==> src/rtl/vector_result_writeback_buffer.sv <==
// In-order result buffer between the vector execution units and the VRF write port.
// First-word-fall-through head, combinational RAW-hazard query over buffered entries.
module vector_result_writeback_buffer #(
  parameter int VLEN           = 128,
  parameter int DEPTH          = 4,
  parameter int REG_ADDR_WIDTH = 5
) (
  input  logic                      clock,
  input  logic                      reset,
  input  logic                      flush,
  input  logic                      result_valid,
  output logic                      result_ready,
  input  logic [VLEN-1:0]           result_vd,
  input  logic [REG_ADDR_WIDTH-1:0] result_address,
  input  logic [VLEN/8-1:0]         result_byte_enable,
  output logic                      write_valid,
  input  logic                      write_ready,
  output logic [VLEN-1:0]           write_data,
  output logic [REG_ADDR_WIDTH-1:0] write_address,
  output logic [VLEN/8-1:0]         write_byte_enable,
  input  logic [REG_ADDR_WIDTH-1:0] query_address,
  output logic                      query_pending,
  output logic [$clog2(DEPTH):0]    occupancy,
  output logic                      full,
  output logic                      empty
);

  localparam int PTR_W = $clog2(DEPTH);
  localparam int CNT_W = PTR_W + 1;

  logic [VLEN-1:0]           data_q [DEPTH];
  logic [REG_ADDR_WIDTH-1:0] addr_q [DEPTH];
  logic [VLEN/8-1:0]         be_q   [DEPTH];
  logic [DEPTH-1:0]          valid_q, valid_d;
  logic [PTR_W-1:0]          wr_ptr_q, wr_ptr_d, rd_ptr_q, rd_ptr_d;
  logic [CNT_W-1:0]          occ_q, occ_d;
  logic                      push_s, pop_s, full_s, empty_s, pending_s;

  assign full_s  = (occ_q == CNT_W'(DEPTH));
  assign empty_s = (occ_q == {CNT_W{1'b0}});
  assign push_s  = result_valid && !full_s;
  assign pop_s   = !empty_s && write_ready;

  // Pointer, occupancy and valid-bit next state; flush discards everything
  always_comb begin
    wr_ptr_d = wr_ptr_q;
    rd_ptr_d = rd_ptr_q;
    occ_d    = occ_q;
    valid_d  = valid_q;
    if (flush) begin
      wr_ptr_d = {PTR_W{1'b0}};
      rd_ptr_d = {PTR_W{1'b0}};
      occ_d    = {CNT_W{1'b0}};
      valid_d  = {DEPTH{1'b0}};
    end else begin
      if (push_s) begin
        valid_d[wr_ptr_q] = 1'b1;
        wr_ptr_d          = wr_ptr_q + PTR_W'(1);
      end else begin
        wr_ptr_d = wr_ptr_q;
      end
      if (pop_s) begin
        valid_d[rd_ptr_q] = 1'b0;
        rd_ptr_d          = rd_ptr_q + PTR_W'(1);
      end else begin
        rd_ptr_d = rd_ptr_q;
      end
      case ({push_s, pop_s})
        2'b10:   occ_d = occ_q + CNT_W'(1);
        2'b01:   occ_d = occ_q - CNT_W'(1);
        default: occ_d = occ_q;
      endcase
    end
  end

  // Control state register with synchronous reset
  always_ff @(posedge clock) begin
    if (reset) begin
      wr_ptr_q <= {PTR_W{1'b0}};
      rd_ptr_q <= {PTR_W{1'b0}};
      occ_q    <= {CNT_W{1'b0}};
      valid_q  <= {DEPTH{1'b0}};
    end else begin
      wr_ptr_q <= wr_ptr_d;
      rd_ptr_q <= rd_ptr_d;
      occ_q    <= occ_d;
      valid_q  <= valid_d;
    end
  end

  // Payload storage is left unreset; outputs are gated by empty instead
  always_ff @(posedge clock) begin
    if (push_s && !flush && !reset) begin
      data_q[wr_ptr_q] <= result_vd;
      addr_q[wr_ptr_q] <= result_address;
      be_q[wr_ptr_q]   <= result_byte_enable;
    end
  end

  // Hazard match over stored entries only; an entry being pushed is not yet visible
  always_comb begin
    pending_s = 1'b0;
    for (int i = 0; i < DEPTH; i++) begin
      if (valid_q[i] && (addr_q[i] == query_address)) begin
        pending_s = 1'b1;
      end else begin
        pending_s = pending_s;
      end
    end
  end

  assign result_ready      = !full_s;
  assign write_valid       = !empty_s;
  assign write_data        = empty_s ? {VLEN{1'b0}} : data_q[rd_ptr_q];
  assign write_address     = empty_s ? {REG_ADDR_WIDTH{1'b0}} : addr_q[rd_ptr_q];
  assign write_byte_enable = empty_s ? {(VLEN/8){1'b0}} : be_q[rd_ptr_q];
  assign query_pending     = pending_s;
  assign occupancy         = occ_q;
  assign full              = full_s;
  assign empty             = empty_s;

endmodule

==> config.mk <==
export PLATFORM = sky130hd
export DESIGN_NAME = vector_result_writeback_buffer
export DESIGN_NICKNAME = d
export VERILOG_FILES = /design/src/rtl/vector_result_writeback_buffer.sv
export SDC_FILE = /design/constraint.sdc
export NUM_CORES = 1
export LEC_CHECK = 0
export CAP_MARGIN = 20
export CORE_ASPECT_RATIO = 0.7
export CORE_UTILIZATION = 51
export DETAILED_ROUTE_END_ITERATION = 8
export PLACE_DENSITY = 0.75
export REMOVE_ABC_BUFFERS = 1
export SLEW_MARGIN = 25
export SYNTH_ARGS = -nofsm -noshare
export SYNTH_HDL_FRONTEND = slang
export SYNTH_SLANG_ARGS = --single-unit
==> constraint.sdc <==
create_clock -name clock -period 13.2 [get_ports clock]
set_input_delay 2.64 -clock clock [delete_from_list [all_inputs] [get_ports clock]]
set_output_delay 2.64 -clock clock [all_outputs]
set_load 0.01 [all_outputs]
== After elaboration in Yosys (flattened, before gate mapping) ==
Memories as Yosys holds them, arrays and structs flattened. A register that Yosys moved wholly into a read port is not among the register bits.
Cells that the tools add are included.

* Bitwise operators: 3
* Eq/ne operators: 7
* Magnitude comparators: 4
* Mux-type cells: 23
* Add/sub/neg operators: 4
* Reductions and logical operators: 17

{| class="wikitable"
|+ Operators by type and width
! kind !! number
|-
| 128-bit 2-to-1 mux || 1
|-
| 5-bit equality test || 4
|-
| 16-bit 2-to-1 mux || 1
|-
| 2-bit 2-to-1 mux || 6
|-
| 4-bit 2-to-1 mux || 3
|-
| 1-bit logical AND || 10
|-
| 1-bit 2-to-1 mux || 8
|-
| 2-bit by 3-bit less-than comparator with 1-bit output, second input constant || 2
|-
| 3-bit one-hot mux with 2 select lines || 1
|-
| 5-bit 2-to-1 mux || 1
|-
| 2-bit by 1-bit adder with 2-bit output, second input constant || 2
|-
| 4-bit AND || 1
|-
| 1-bit demux with 2-bit select || 2
|-
| 2-bit by 1-bit >= comparator with 1-bit output, second input constant || 2
|-
| 1-bit zero test || 4
|-
| 4-bit NOT || 1
|-
| 4-bit bitwise OR || 1
|-
| 3-bit by 1-bit adder with 3-bit output, second input constant || 1
|-
| 3-bit equality test, second input constant || 1
|-
| 3-bit zero test || 1
|-
| 3-bit by 1-bit subtractor with 3-bit output, second input constant || 1
|-
| 2-bit by 1-bit equality test with 1-bit output, second input constant || 1
|-
| 2-bit equality test, second input constant || 1
|-
| 2-bit nonzero test || 1
|-
| 2-bit OR reduction || 1
|}

* Bits in writable memories: 596
* Input bits: 159
* Word-level logic and storage cells: 65
* Flip-flop bits (word level): 11
* Output and inout bits: 157
* Memories: 3

{| class="wikitable"
|+ Memory list
! name !! words !! width !! rd ports !! clocked after memory_dff !! write ports !! RTL line !! RTL
|-
| data_q || 4 || 128 || 1 || 1 || 1 || 31 || <nowiki>logic [VLEN-1:0] data_q [DEPTH];</nowiki>
|-
| be_q || 4 || 16 || 1 || 1 || 1 || 33 || <nowiki>logic [VLEN/8-1:0] be_q [DEPTH];</nowiki>
|-
| addr_q || 4 || 5 || 5 || 1 || 1 || 32 || <nowiki>logic [REG_ADDR_WIDTH-1:0] addr_q [DEPTH];</nowiki>
|}

== Longest topological paths before layout ==
* Depth in word-level cells: 9
* Mapped depth: 11
* Depth with buffers taken out: 10

== Worst setup path before layout ==
Ideal clock, no wire load.

* Path kind: input -> register
* From: in result_valid
* To: mem addr_q[0][0] (enable)
* Library setup time: 527 ps
* Path buffers: 1
* Cell stages on the path: 3
* Path slack: 6271 ps
* Arrival time: 6402 ps
* Data required time: 12673 ps
* Path through: and2_1 buf_2 and3_1

* Cells in the longest elaborated chain, start to end: 5

{| class="wikitable"
|+ RTL lines
! element !! RTL line !! RTL
|-
| from (decl) || 11 || <nowiki>input logic result_valid,</nowiki>
|-
| 1-bit logical AND || 41 || <nowiki>assign push_s = result_valid && !full_s;</nowiki>
|-
| 1-bit logical AND (2 in series) || 93 || <nowiki>if (push_s && !flush && !reset) begin</nowiki>
|-
| 1-bit 2-to-1 mux || 93 ||
|-
| 1-bit 2-to-1 mux (implied by the code) || 95 || <nowiki>addr_q[wr_ptr_q] <= result_address;</nowiki>
|-
| to (decl) || 32 ||
|}

No other way between the ends.

== Worst setup path in the final report ==
* From: in query_address[3]
* To: out query_pending

* Cells in the longest elaborated chain, start to end: 6
* Elaborated cells on any way between the ends: 12
* Classes of those cells: eq/ne: 4; mux: 4; reduce/logical: 4

{| class="wikitable"
|+ RTL lines
! element !! RTL line !! RTL
|-
| from (decl) || 21 || <nowiki>input logic [REG_ADDR_WIDTH-1:0] query_address,</nowiki>
|-
| 5-bit equality test || 104 || <nowiki>if (valid_q[i] && (addr_q[i] == query_address)) begin</nowiki>
|-
| 1-bit logical AND || 104 ||
|-
| 1-bit 2-to-1 mux (3 in series) || 104 ||
|-
| 1-bit 2-to-1 mux (*) || 104 ||
|-
| to (decl) || 22 || <nowiki>output logic query_pending,</nowiki>
|}

Mark *: on every way between the ends. The rest lies on a longest branch, timed or not.

==> metrics.md <==
| Metric | Value |
|---|---|
| Die width | `258 µm` |
| DP HPWL | `27500 µm` |
| Inst Count DP | `1925` |
| Htree depth | `2` |
| # setup viols final | `0` |
| Total gr overflow | `0` |
| CTS tree | `done` |
| Internal power | `3.10 mW` |
| Static leakage | `8.99 nW` |
| Met2 WL | `23100 µm` |
| Largest stage delay, worst path | `0.55 ns` |
| Worst Hold Class | `reg2reg` |
| # rows | `65` |
| GP Congestion | `0.782` |
| CP Data Required Time | `10.56 ns` |
| Most frequent cells after synthesis | `edfxtp_1 (596), and2_1 (151), mux4_2 (149)` |
| WP data arrival | `4.54 ns` |
| Met3 WL | `3120 µm` |
| DRC | `0` |
| Total wire length | `46800 µm` |
| Post-CTS Hold Fix Bufs | `0` |
| Crit path max-delay family | `buffers and inverters` |
| Largest net degree at the start of global routing | `86` |
| Relative slew slack | `33.3%` |
| Max Cap Viol | `0` |
| Synth area leaders | `edfxtp_1 (76%), mux4_2 (14%), and2_1 (4.0%), dfxtp_1 (1.1%), buf_6 (0.72%)` |
| Maximum vdd drop | `0.0907 mV` |
| Post-route insts no fill | `2030` |
| Max layer used | `met5` |
| P_sw | `791 µW` |
| TritonCTS buffer count | `54` |
| Fin crit period | `7.18 ns` |
| Area leader, netlist | `edfxtp_1` |
| Sequential-to-total area share from yosys stat | `77.5%` |
| TNS Setup | `0 ns` |
| Wirelength per Cell | `23.1 µm` |
| Tightest Pin Transition | `1.00 ns` |
| CP Cell Sequence | `clkdlybuf4s50_1 > xor2_1 > nor4_1 > and3_1 > a31oi_1 > nand3_1 > clkdlybuf4s50_1` |
| First-pass GRT wire length | `71100 µm` |
| Clk_skew | `0.0124 ns` |
| Slew Limit Fails | `0` |
| GRT Total Usage | `20.3%` |
| Fin crit share | `54.4%` |
| Worst Setup Path Type | `in2out` |
| Pwr/cell area | `135 nW/µm²` |
| Vias in the first global route | `11862` |
| Hold wc startpoint | `occupancy[2]` |
| Die Height | `181 µm` |
| Metal1 wirelength | `19800 µm` |
| Clk slew on worst S/H paths | `0.06 ns` |
| DRT Pass-1 Iters | `5` |
| DRT iter0 DRCs | `807` |
| Number of port buffers | `315` |
| CP Capture Type | `output pin` |
| Final nets | `1547` |
| Via count | `11241` |
| Post-synth ARST share | `0%` |
| Insertion delay to the later sink of the worst-skew pair | `0.56 ns` |
| Unrepaired setup endpoints after global routing | `no` |
| Core Area | `45100 µm²` |
| Netlist Area Pre-Place | `23400 µm²` |
| Max Freq | `139 MHz` |
| CTS Sinks | `609` |
| Resized Gates After CTS | `0` |
| Crit-path max FO | `4` |
| Setup crit start kind | `input pin` |
| Net Sw Frac | `20.3%` |
| Core Util, Final | `63.9%` |
| CTS Root Buffer Type | `clkbuf_16` |
| Clk pwr share | `38.6%` |
| Syn Inst Count | `1049` |
| Vias per cell | `5.54` |
| CP max-delay cell | `clkdlybuf4s50_1` |
| Top-area cell type share of the netlist area | `76.4%` |
| Count of cell types in the netlist | `23` |
| Worst setup path start | `query_address[3]` |
| FF+latch count, synth | `609` |
| Initial antenna violation count | `6` |
| Ports | `316` |
| Logic pwr share | `6.1%` |
| Syn_area_per_cell | `22.3 µm²` |
| Yosys Warn Count | `0` |
| Post-synth EDFFs | `596` |
| Synthesis-to-layout area growth | `23.1%` |
| Post-route antenna net violation count | `0` |
| Layout cells sized above 1 | `18.3%` |
| Die area | `46800 µm²` |
| Max clock buf depth | `3` |
| Count leader, synth | `edfxtp_1` |
| WP buf/inv | `2` |
| Crit path top cell by count | `clkdlybuf4s50_1` |
| FF-to-FF Start | `occupancy[0]` |
| Endpoints failing hold | `0` |
| Main synth FF type | `edfxtp_1` |
| Status | `finished clean` |
| Post-CTS Setup Repair Bufs | `0` |
| Initial Util | `51.9%` |
| Flop pwr share | `55.3%` |
==> per-stage QoR <==
step                      hold WS (ns)  area, µm²  power (mW)  worst slack [ns]
after floorplan                  0.522      23100        2.29              3.57
after global routing             0.576      28800        4.01              5.96
after detailed placement         0.536      27100        2.43              6.03
final                            0.551      28800        3.89              6.02
after global placement           0.509      27100        2.43              6.04
after CTS                        0.548      28800        3.92              6.02
==> power by group through the flow <==
stage | clock, mW | sequential (mW) | combinational, mW
after floorplan | 0 | 2.20 | 0.0891
after global placement | 0 | 2.19 | 0.236
after detailed placement | 0 | 2.19 | 0.240
after CTS | 1.53 | 2.15 | 0.242
after global routing | 1.60 | 2.15 | 0.255
final | 1.50 | 2.15 | 0.238
==> final cells by class <==
| cell class | count | area (µm²) |
|---|---|---|
| multi-input cells | 375 | 4910 |
| repair buffers | 328 | 3260 |
| well taps | 603 | 754 |
| clock buffers | 63 | 1410 |
| diodes | 4 | 10.0 |
| fillers | 3015 | 16300 |
| clock inverters | 38 | 287 |
| inverters | 10 | 37.5 |
| flip-flops and latches | 609 | 18200 |
==> per-layer routing <==
layer  track usage (%)  vias to the layer above
li1                  -                     4922
met1              28.2                     5901
met2              33.1                      351
met3              4.63                       65
met4              4.28                        2
met5                 0                        -
==> path summary, 6_finish.rpt <==
check        slack (ns)  cells past startpoint       endpoint
max                6.02                      7  query_pending
min                0.55                      2   occupancy[2]
min reg2reg        0.55                      2   occupancy[2]
max reg2reg        9.38                      6  data_q[2][82]
==> cells by family (layout without fill, tap and decap cells) <==
group,count (synthesis),in the layout,synth area share (%)
multiplexers,149,149,14.3
flip-flops,609,609,77.5
AO/OA/AOI/OAI,15,15,0.454
AND/OR/NAND/NOR,177,177,4.60
other,0,4,0
XOR/XNOR,24,24,0.898
adder cells (fa/ha/maj),10,10,0.566
buffers and inverters,65,439,1.62
==> registers in the layout, summed over array words and instances, names as in the netlist, named ones only <==
name / cells
valid_q: 4
occupancy: 3
be_q: 64
wr_ptr_q: 2
addr_q: 20
rd_ptr_q: 2
data_q: 512
==> worst min-delay path: stages (launching register included) <==
cell	delay, ns
dfxtp_1	0.35
o21ai_0	0.09
a21oi_1	0.06
==> layout by cell type, fill, tap and decap left out, drive strengths merged, types with 2 or more instances in the layout <==
cell	instances
a211oi	4
a21oi	9
and2	151
and3	5
buf	13
bufinv	3
clkbuf	63
clkdlybuf4s50	315
clkinv	27
clkinvlp	6
dfxtp	13
diode	4
edfxtp	596
ha	9
inv	12
mux4	149
nand3	4
nor2	10
nor4	4
or3	2
xnor2	6
xor2	18
(Power assumes the default switching activity.)
